===== config.mk =====
export PLATFORM = sky130hd
export DESIGN_NAME = load_store_unit
export DESIGN_NICKNAME = d
export VERILOG_FILES = /design/src/rtl/load_store_unit_pkg.sv /design/src/rtl/load_store_unit_load_align.sv /design/src/rtl/load_store_unit.sv
export SDC_FILE = /design/constraint.sdc
export NUM_CORES = 1
export LEC_CHECK = 0
export ABC_AREA = 1
export BUFFER_PORTS_ARGS = -buffer_cell sky130_fd_sc_hd__buf_2
export CORE_MARGIN = 1.5
export CORE_UTILIZATION = 30
export DETAILED_ROUTE_END_ITERATION = 8
export SYNTH_ARGS = -nofsm -noshare
export SYNTH_HDL_FRONTEND = slang
export SYNTH_SLANG_ARGS = --single-unit

===== constraint.sdc =====
create_clock -name i_Clock -period 1.9 [get_ports i_Clock]
set_input_delay 0.38 -clock i_Clock [delete_from_list [all_inputs] [get_ports i_Clock]]
set_output_delay 0.38 -clock i_Clock [all_outputs]
set_load 0.02 [all_outputs]

===== src/rtl/load_store_unit_pkg.sv =====
// Shared type codes, widths and lane helpers for the load/store path.
// The helpers are pure functions so the fetch side can reuse them later.
package load_store_unit_pkg;

  localparam int XLEN         = 32;
  localparam int LS_SEL_WIDTH = 2;
  localparam int LS_TYPE_W    = LS_SEL_WIDTH + 1;

  localparam logic [LS_TYPE_W-1:0] LS_TYPE_LOAD_WORD          = 3'd0;
  localparam logic [LS_TYPE_W-1:0] LS_TYPE_LOAD_HALF          = 3'd1;
  localparam logic [LS_TYPE_W-1:0] LS_TYPE_LOAD_HALF_UNSIGNED = 3'd2;
  localparam logic [LS_TYPE_W-1:0] LS_TYPE_LOAD_BYTE          = 3'd3;
  localparam logic [LS_TYPE_W-1:0] LS_TYPE_LOAD_BYTE_UNSIGNED = 3'd4;
  localparam logic [LS_TYPE_W-1:0] LS_TYPE_STORE_WORD         = 3'd5;
  localparam logic [LS_TYPE_W-1:0] LS_TYPE_STORE_HALF         = 3'd6;
  localparam logic [LS_TYPE_W-1:0] LS_TYPE_STORE_BYTE         = 3'd7;

  typedef enum logic [1:0] {
    SIZE_BYTE,
    SIZE_HALF,
    SIZE_WORD
  } ls_size_e;

  // Codes outside the table fall back to word size, matching LOAD_WORD.
  function automatic ls_size_e ls_size(input logic [LS_TYPE_W-1:0] ls_type);
    ls_size_e size;
    case (ls_type)
      LS_TYPE_LOAD_HALF, LS_TYPE_LOAD_HALF_UNSIGNED, LS_TYPE_STORE_HALF: size = SIZE_HALF;
      LS_TYPE_LOAD_BYTE, LS_TYPE_LOAD_BYTE_UNSIGNED, LS_TYPE_STORE_BYTE: size = SIZE_BYTE;
      default:                                                          size = SIZE_WORD;
    endcase
    return size;
  endfunction

  function automatic logic ls_is_store(input logic [LS_TYPE_W-1:0] ls_type);
    return (ls_type == LS_TYPE_STORE_WORD) || (ls_type == LS_TYPE_STORE_HALF) ||
           (ls_type == LS_TYPE_STORE_BYTE);
  endfunction

  function automatic logic ls_misaligned(input ls_size_e size, input logic [1:0] offset);
    logic mis;
    case (size)
      SIZE_HALF: mis = offset[0];
      SIZE_WORD: mis = |offset;
      default:   mis = 1'b0;
    endcase
    return mis;
  endfunction

  function automatic logic [3:0] ls_byte_enable(input ls_size_e size, input logic [1:0] offset);
    logic [3:0] be;
    case (size)
      SIZE_HALF: be = offset[1] ? 4'b1100 : 4'b0011;
      SIZE_BYTE: be = 4'b0001 << offset;
      default:   be = 4'b1111;
    endcase
    return be;
  endfunction

  function automatic logic [XLEN-1:0] ls_write_data(input ls_size_e size,
                                                    input logic [XLEN-1:0] data);
    logic [XLEN-1:0] wdata;
    case (size)
      SIZE_HALF: wdata = {2{data[15:0]}};
      SIZE_BYTE: wdata = {4{data[7:0]}};
      default:   wdata = data;
    endcase
    return wdata;
  endfunction

endpackage


===== src/rtl/load_store_unit_load_align.sv =====
// Selects the addressed byte/halfword from a memory word and extends it.
// Purely combinational so it can sit on either the data or fetch path.
module load_align
  import load_store_unit_pkg::*;
(
  input  logic [XLEN-1:0]      i_word,
  input  logic [1:0]           i_offset,
  input  logic [LS_TYPE_W-1:0] i_type,
  output logic [XLEN-1:0]      o_data
);

  logic [XLEN-1:0] shifted;

  // NOTE: every always_comb output gets a default first so no path infers a latch.
  always_comb begin
    shifted = i_word >> {i_offset, 3'b000};
    o_data  = i_word;
    case (i_type)
      LS_TYPE_LOAD_HALF:          o_data = {{16{shifted[15]}}, shifted[15:0]};
      LS_TYPE_LOAD_HALF_UNSIGNED: o_data = {16'h0000, shifted[15:0]};
      LS_TYPE_LOAD_BYTE:          o_data = {{24{shifted[7]}}, shifted[7:0]};
      LS_TYPE_LOAD_BYTE_UNSIGNED: o_data = {24'h000000, shifted[7:0]};
      default:                    o_data = i_word;
    endcase
  end

endmodule


===== src/rtl/load_store_unit.sv =====
// Single-outstanding load/store initiator toward the memory data port.
// Rejects misaligned accesses locally; loads are aligned and extended on return.
module load_store_unit
  import load_store_unit_pkg::*;
(
  input  logic                 i_Clock,
  input  logic                 i_Reset,
  input  logic                 i_Valid,
  output logic                 o_Ready,
  input  logic [LS_TYPE_W-1:0] i_Load_Store_Type,
  input  logic [XLEN-1:0]      i_Addr,
  input  logic [XLEN-1:0]      i_Store_Data,
  output logic                 o_Done,
  output logic [XLEN-1:0]      o_Load_Data,
  output logic                 o_Misaligned,
  output logic                 o_Mem_Req_Valid,
  input  logic                 i_Mem_Req_Ready,
  output logic                 o_Mem_Write_Enable,
  output logic [XLEN-1:0]      o_Mem_Addr,
  output logic [XLEN-1:0]      o_Mem_Write_Data,
  output logic [3:0]           o_Mem_Byte_Enable,
  input  logic                 i_Mem_Rsp_Valid,
  input  logic [XLEN-1:0]      i_Mem_Read_Data
);

  typedef enum logic [1:0] {
    S_IDLE,
    S_REQUEST,
    S_WAIT_RESP,
    S_DONE
  } state_e;

  state_e               state_q, state_d;
  logic [LS_TYPE_W-1:0] type_q, type_d;
  logic [1:0]           offset_q, offset_d;
  logic                 done_q, done_d;
  logic                 misaligned_q, misaligned_d;
  logic [XLEN-1:0]      load_data_q, load_data_d;
  logic                 req_valid_q, req_valid_d;
  logic                 we_q, we_d;
  logic [XLEN-1:0]      mem_addr_q, mem_addr_d;
  logic [XLEN-1:0]      wdata_q, wdata_d;
  logic [3:0]           be_q, be_d;

  logic [XLEN-1:0]      aligned_data;
  ls_size_e             in_size;

  load_align u_load_align (
    .i_word   (i_Mem_Read_Data),
    .i_offset (offset_q),
    .i_type   (type_q),
    .o_data   (aligned_data)
  );

  assign o_Ready = (state_q == S_IDLE) && !i_Reset;
  assign in_size = ls_size(i_Load_Store_Type);

  always_comb begin
    state_d      = state_q;
    type_d       = type_q;
    offset_d     = offset_q;
    done_d       = 1'b0;
    misaligned_d = 1'b0;
    load_data_d  = load_data_q;
    req_valid_d  = req_valid_q;
    we_d         = we_q;
    mem_addr_d   = mem_addr_q;
    wdata_d      = wdata_q;
    be_d         = be_q;

    case (state_q)
      S_IDLE: begin
        if (i_Valid && o_Ready) begin
          type_d   = i_Load_Store_Type;
          offset_d = i_Addr[1:0];
          if (ls_misaligned(in_size, i_Addr[1:0])) begin
            state_d      = S_DONE;
            done_d       = 1'b1;
            misaligned_d = 1'b1;
          end else begin
            state_d     = S_REQUEST;
            req_valid_d = 1'b1;
            we_d        = ls_is_store(i_Load_Store_Type);
            mem_addr_d  = {i_Addr[XLEN-1:2], 2'b00};
            wdata_d     = ls_write_data(in_size, i_Store_Data);
            be_d        = ls_byte_enable(in_size, i_Addr[1:0]);
          end
        end
      end
      S_REQUEST: begin
        if (i_Mem_Req_Ready) begin
          req_valid_d = 1'b0;
          if (we_q) begin
            state_d = S_DONE;
            done_d  = 1'b1;
          end else begin
            state_d = S_WAIT_RESP;
          end
        end
      end
      S_WAIT_RESP: begin
        if (i_Mem_Rsp_Valid) begin
          load_data_d = aligned_data;
          done_d      = 1'b1;
          state_d     = S_DONE;
        end
      end
      S_DONE:  state_d = S_IDLE;
      default: state_d = S_IDLE;
    endcase
  end

  // NOTE: synchronous reset inside the clocked block, and only non-blocking
  // assignments here so every flop samples pre-edge values.
  always_ff @(posedge i_Clock) begin
    if (i_Reset) begin
      state_q      <= S_IDLE;
      type_q       <= LS_TYPE_LOAD_WORD;
      offset_q     <= 2'b00;
      done_q       <= 1'b0;
      misaligned_q <= 1'b0;
      load_data_q  <= '0;
      req_valid_q  <= 1'b0;
      we_q         <= 1'b0;
      mem_addr_q   <= '0;
      wdata_q      <= '0;
      be_q         <= 4'b0000;
    end else begin
      state_q      <= state_d;
      type_q       <= type_d;
      offset_q     <= offset_d;
      done_q       <= done_d;
      misaligned_q <= misaligned_d;
      load_data_q  <= load_data_d;
      req_valid_q  <= req_valid_d;
      we_q         <= we_d;
      mem_addr_q   <= mem_addr_d;
      wdata_q      <= wdata_d;
      be_q         <= be_d;
    end
  end

  assign o_Done             = done_q;
  assign o_Misaligned       = misaligned_q;
  assign o_Load_Data        = load_data_q;
  assign o_Mem_Req_Valid    = req_valid_q;
  assign o_Mem_Write_Enable = we_q;
  assign o_Mem_Addr         = mem_addr_q;
  assign o_Mem_Write_Data   = wdata_q;
  assign o_Mem_Byte_Enable  = be_q;

endmodule


# [Word-level counts from Yosys, hierarchy flattened]
# Index checks and enable logic that the tools add are counted.
[totals] regBits=109 input_bits=104 wordCells=76 output_inout_bits=105
[op_classes] n_reduce_logical=17 eq_ne=20 n_mux=24 n_bitwise=2 shifts=2
[op_table] cell="$pmux 32 s4" count=1
[op_table] cell="$pmux 32 s2" count=1
[op_table] cell="$shr 32x5->16" count=1
[op_table] cell="$eq 3x3->1 const B" count=5
[op_table] cell="$eq 3x2->1 const B" count=4
[op_table] cell="$mux 1" count=11
[op_table] cell="$mux 2" count=4
[op_table] cell="$pmux 2 s4" count=1
[op_table] cell="$pmux 4 s2" count=1
[op_table] cell="$eq 2x2->1 const B" count=3
[op_table] cell="$eq 3x1->1 const B" count=2
[op_table] cell="$ne 2x2->1 const B" count=3
[op_table] cell="$reduce_and 3->1" count=2
[op_table] cell="$reduce_or 3->1" count=2
[op_table] cell="$eq 2x1->1 const B" count=2
[op_table] cell="$logic_not 2->1" count=2
[op_table] cell="$mux 4" count=1
[op_table] cell="$pmux 1 s2" count=2
[op_table] cell="$pmux 2 s2" count=1
[op_table] cell="$reduce_and 2->1" count=2
[op_table] cell="$reduce_and 4->1" count=1
[op_table] cell="$reduce_or 2->1" count=2
[op_table] cell="$shl 1x2->4 const A" count=1
[op_table] cell="$pmux 1 s3" count=1
[op_table] cell="6 further kinds" count=9

# [Logic depth before layout (Yosys ltp)]
[logic_depth] ltp_word=10 mapped_depth=11 mapped_depth_nobuf=11

# [Hierarchy]
# From an unflattened synthesis, not the netlist that was laid out.
[hier_totals] cells_unflattened=878 hier_area_um2=5627.9
[modules_own_cells] mod="load_store_unit" cells_per_inst=642 area_each_um2=4541.9 n_inst=1 seq_area_each_um2=2182.1
[modules_own_cells] mod="load_align" cells_per_inst=236 area_each_um2=1086.0 n_inst=1 seq_area_each_um2=0.0

# [Worst setup path after synthesis]
# OpenSTA, ideal clock, no wires.
[synth_path] path_type="reg-to-reg" from="register state_q[0]" to="register be_q[1], in the netlist o_Mem_Byte_Enable[1]" arrival_time_ns=1.791 synth_period_minus_slack_ns=1.904 required_time_ns=1.787 setup_ns=0.113 path_buffers=2 path_slack_ns=-0.004 stages_incl_launch_ff=12 path_cell_list="dfxtp_1 inv_1 ha_1 inv_1 nor2_1 nand2_1 inv_2 nand3_2 buf_4 buf_4 nor2_1 nor2_1"
[synth_via] elab_chain_len=4
[synth_rtl] item="start: declaration" line="load_store_unit.sv:33" source="state_e state_q, state_d;"
[synth_rtl] item="start signal: assignment" line="load_store_unit.sv:129" source="state_q <= state_d;"
[synth_rtl] item="$logic_not 2->1" line="load_store_unit.sv:55" source="assign o_Ready = (state_q == S_IDLE) && !i_Reset;"
[synth_rtl] item="$logic_and 1x1->1" line="load_store_unit.sv:55"
[synth_rtl] item="named net o_Ready" line="load_store_unit.sv:9" source="output logic o_Ready,"
[synth_rtl] item="$logic_and 1x1->1" line="load_store_unit.sv:73" source="if (i_Valid && o_Ready) begin"
[synth_rtl] item="$reduce_and 3->1 (no source line)"
[synth_rtl] item="end signal: assignment" line="load_store_unit.sv:127" source="be_q <= 4'b0000;"
[synth_rtl] item="end signal: assignment" line="load_store_unit.sv:139" source="be_q <= be_d;"
[synth_rtl] item="end: declaration" line="load_store_unit.sv:43" source="logic [3:0] be_q, be_d;"
# The timed path passes the listed nets, and every way through them passes these cells.
# A chain may end at the register's enable or synchronous reset.

# [Final worst setup path]
[layout_path] from="register state_q[1]" to="output o_Ready"
[layout_via] elab_chain_len=2
[layout_rtl] item="$logic_not 2->1" line="load_store_unit.sv:55"
[layout_rtl] item="$logic_and 1x1->1" line="load_store_unit.sv:55"
[layout_rtl] item="end: declaration" line="load_store_unit.sv:9"
# No other way between the ends.

==> results.yml <==
timing:
  setup_slack_ns: 0.159
  finalHoldViolCount: 0
  clock.fmax_mhz: 574
  timing.hold.ws_ns: 0.282
  rsz0062_at_grt: "false"
  clock_skew_ns: 0.0117
  finalSetupViolations: 0
  max_slew_margin_pct: 52.7
  worstMarginPinSlew_ns: 0.710
  fin_setup_tns_ns: 0
  period_needed_ns: 1.74
  period_share_pct: 91.6
  finalMaxSlewViolations: 0
clock_tree:
  cts.sinks: 109
  cts.clk_slew.worst_paths_ns: 0.08
  cts_made_buffers: 9
  tritoncts: "built"
  cts_hold_buf: 0
  clockRootBuffer: "clkbuf_16"
  cts_max_level: 3
  clockBufferDepth: 2
  cts_setup_buffers: 0
  cts_resized: 0
  clk_latency_ns: 0.35
yosys:
  synthArstFlopShare_pct: 0
  yosysWarnings: 0
  synth_most_common_cell: "nand2_1"
  synth_area_sq_mm: 0.00530
  synth.distinct_cells: 26
  postSynthAreaPerCell_sq_um: 6.65
  yosys-top-cells-count: "nand2_1, a21oi_1, dfxtp_1"
  syn-instance-count: 797
  synth_top_flop_cell: "dfxtp_1"
  yosys-top-cells-area: "dfxtp_1, nand2_1, a21oi_1, nand3_1, inv_1"
  ys_seq_area_share_pct: 41.2
  yosysTopAreaCellShare_pct: 41.2
  synth.largest_area_cell: "dfxtp_1"
  ys_seq_elements: 109
  synth_edf_count: 0
routing:
  wl_met1_um: 7890
  drtIter0Drc: 226
  wl_met2_um: 7790
  drtPass1Iterations: 4
  wl_met3_um: 1160
  wl_per_cell_um: 14.2
  routed-via-count: 5714
  highest_layer: "met4"
  ant_nets: 0
  post-route-drc-count: 0
  drt-total-wl_um: 17100
  vias_per_cell: 4.72
die:
  dieArea_sq_mm: 0.0185
  std_cell_rows: 48
  ios: 209
  die_w_um: 136
  start_util_pct: 30.6
  fp.dieH_um: 136
  core_sq_mm: 0.0173
setup_path:
  cpPeakStageDelay_ns: 0.34
  regToRegStartpoint: "state_q[1]"
  r2r_cells: 10
  worstPathRequired_ns: 1.52
  cp-start-kind: "register"
  crit_top_cell: "inv_1"
  worstPathMaxFanout: 4
  crit_end: "o_Ready"
  crit_chain: "inv_1, ha_1, inv_1, nor2_2, buf_2"
  crit_path_start: "state_q[1]"
  r2r_end: "o_Mem_Byte_Enable[3]"
  worst_path_max_delay_cell: "dfxtp_1"
  endpoint_kind: "output port"
  crit_type: "reg -> out"
  regToRegSetupSlack_ns: 0.18
  worstPathArrival_ns: 1.36
pwr:
  ir_worst_vdd_mv: 0.467
  power.density_mw_per_mm2: 1040
  p_leak_nw: 3.48
place:
  place_area_sq_mm: 0.00654
  hpwlAfterDp_um: 12100
  port_buffers: 206
  routabilityCongestion: 0.830
  place_ws_ns: 0.174
outcome:
  status: "finished, final reports clean"
finish:
  multi_input_area_sq_mm: 0.00257
  fin_area_sq_mm: 0.00685
  drive_above_1_share_pct: 26.0
  regArea_sq_mm: 0.00218
  fin_util_pct: 39.6
  fin_nets: 1088
  areaGrowthSynthToFinish_pct: 29.3
  num-fill-cells: 1907
global_route:
  grt_use_total_pct: 18.2
  grt_pass1_wl_um: 26600
  grt_pass1_vias: 5024
  grt_max_degree: 61
  antenna_found_initial: 1
  gr-total-overflow: 0
flow_run:
  max-cap-violations: 0
worst_hold_path:
  hold_class: "in -> reg"
stage by stage:
step,instances,total power [W]
6_report,1210,0.00713
3_5_place_dp,1193,0.00520
4_1_cts,1209,0.00721
3_3_place_gp,1193,0.00519
5_1_grt,1209,0.00760
2_1_floorplan,798,0.00442
power by group:
group	total [W]	leakage, nW	switching, W	internal (W)
clock	0.00198	0.148	0.000906	0.00108
sequential	0.00274	0.887	0.000153	0.00259
combinational	0.00240	2.44	0.00159	0.000810
cell families after synthesis:
kind of cell / after synthesis / synth area share (%)
buffers and inverters: 124 / 10.4
other: 1 / 0.0708
adder cells (fa/ha/maj): 5 / 1.18
AND/OR/NAND/NOR: 386 / 30.2
AO/OA/AOI/OAI: 172 / 17.0
flip-flops: 109 / 41.2
state kept, by name, summed over array words and instances (netlist names):
register / count
o_Load_Data: 32
o_Mem_Write_Data: 32
o_Mem_Addr: 30
o_Mem_Byte_Enable: 4
type_q: 3
offset_q: 2
state_q: 2
o_Done: 1
o_Mem_Req_Valid: 1
o_Mem_Write_Enable: 1
o_Misaligned: 1
worst max-delay path: cells and delay by family, from the launching register on:
kind | cells | cell delay [ns]
and+or+nand+nor | 1 | 0.09
buffers and inverters | 3 | 0.38
DFF | 1 | 0.34
adders and majority gates | 1 | 0.20
cells in the final DEF, fill, tap and decap left out, types with 3 or more instances in the layout:
| cell | Yosys | layout |
|---|---|---|
| a31oi_1 | 4 | 4 |
| nand4_1 | 3 | 3 |
| inv_1 | 63 | 63 |
| buf_2 | 9 | 206 |
| ha_1 | 5 | 5 |
| o21ai_0 | 45 | 45 |
| buf_4 | 12 | 12 |
| a21oi_1 | 109 | 109 |
| o22ai_1 | 3 | 3 |
| o211ai_1 | 9 | 9 |
| nand2_2 | 3 | 3 |
| nand2_1 | 225 | 225 |
| nor2_1 | 58 | 56 |
| nor2_2 | 1 | 3 |
| inv_2 | 6 | 6 |
| clkbuf_16 | 0 | 9 |
| nand3_1 | 92 | 92 |
| buf_12 | 0 | 6 |
| dfxtp_1 | 109 | 109 |
worst min path at each step:
stage | from | depth (start not counted) | to
final | i_Mem_Read_Data[1] | 3 | o_Load_Data[1]
after global routing | i_Mem_Read_Data[2] | 3 | o_Load_Data[2]
after CTS | i_Mem_Read_Data[1] | 3 | o_Load_Data[1]
after detailed placement | o_Mem_Byte_Enable[0] | 2 | o_Mem_Byte_Enable[0]
after global placement | o_Mem_Addr[7] | 2 | o_Mem_Addr[7]
after floorplan | type_q[2] | 2 | type_q[2]
area by class of cell:
class / instances / share of cell area, %
Timing Repair Buffer: 224 / 18.1
Antenna cell: 1 / 0.0365
Inverter: 70 / 3.83
Tap cell: 225 / 4.11
Sequential cell: 109 / 31.8
Clock inverter: 5 / 0.968
Multi-Input combinational cell: 565 / 37.5
Clock buffer: 11 / 3.54
per-layer routing:
layer  up-vias  track usage, %
li1       2939               -
met1      2588            24.8
met2       167            28.6
met3        20            3.88
met4         0            6.21
met5         -               0
Note: power is estimated with default switching activity, not from simulation.
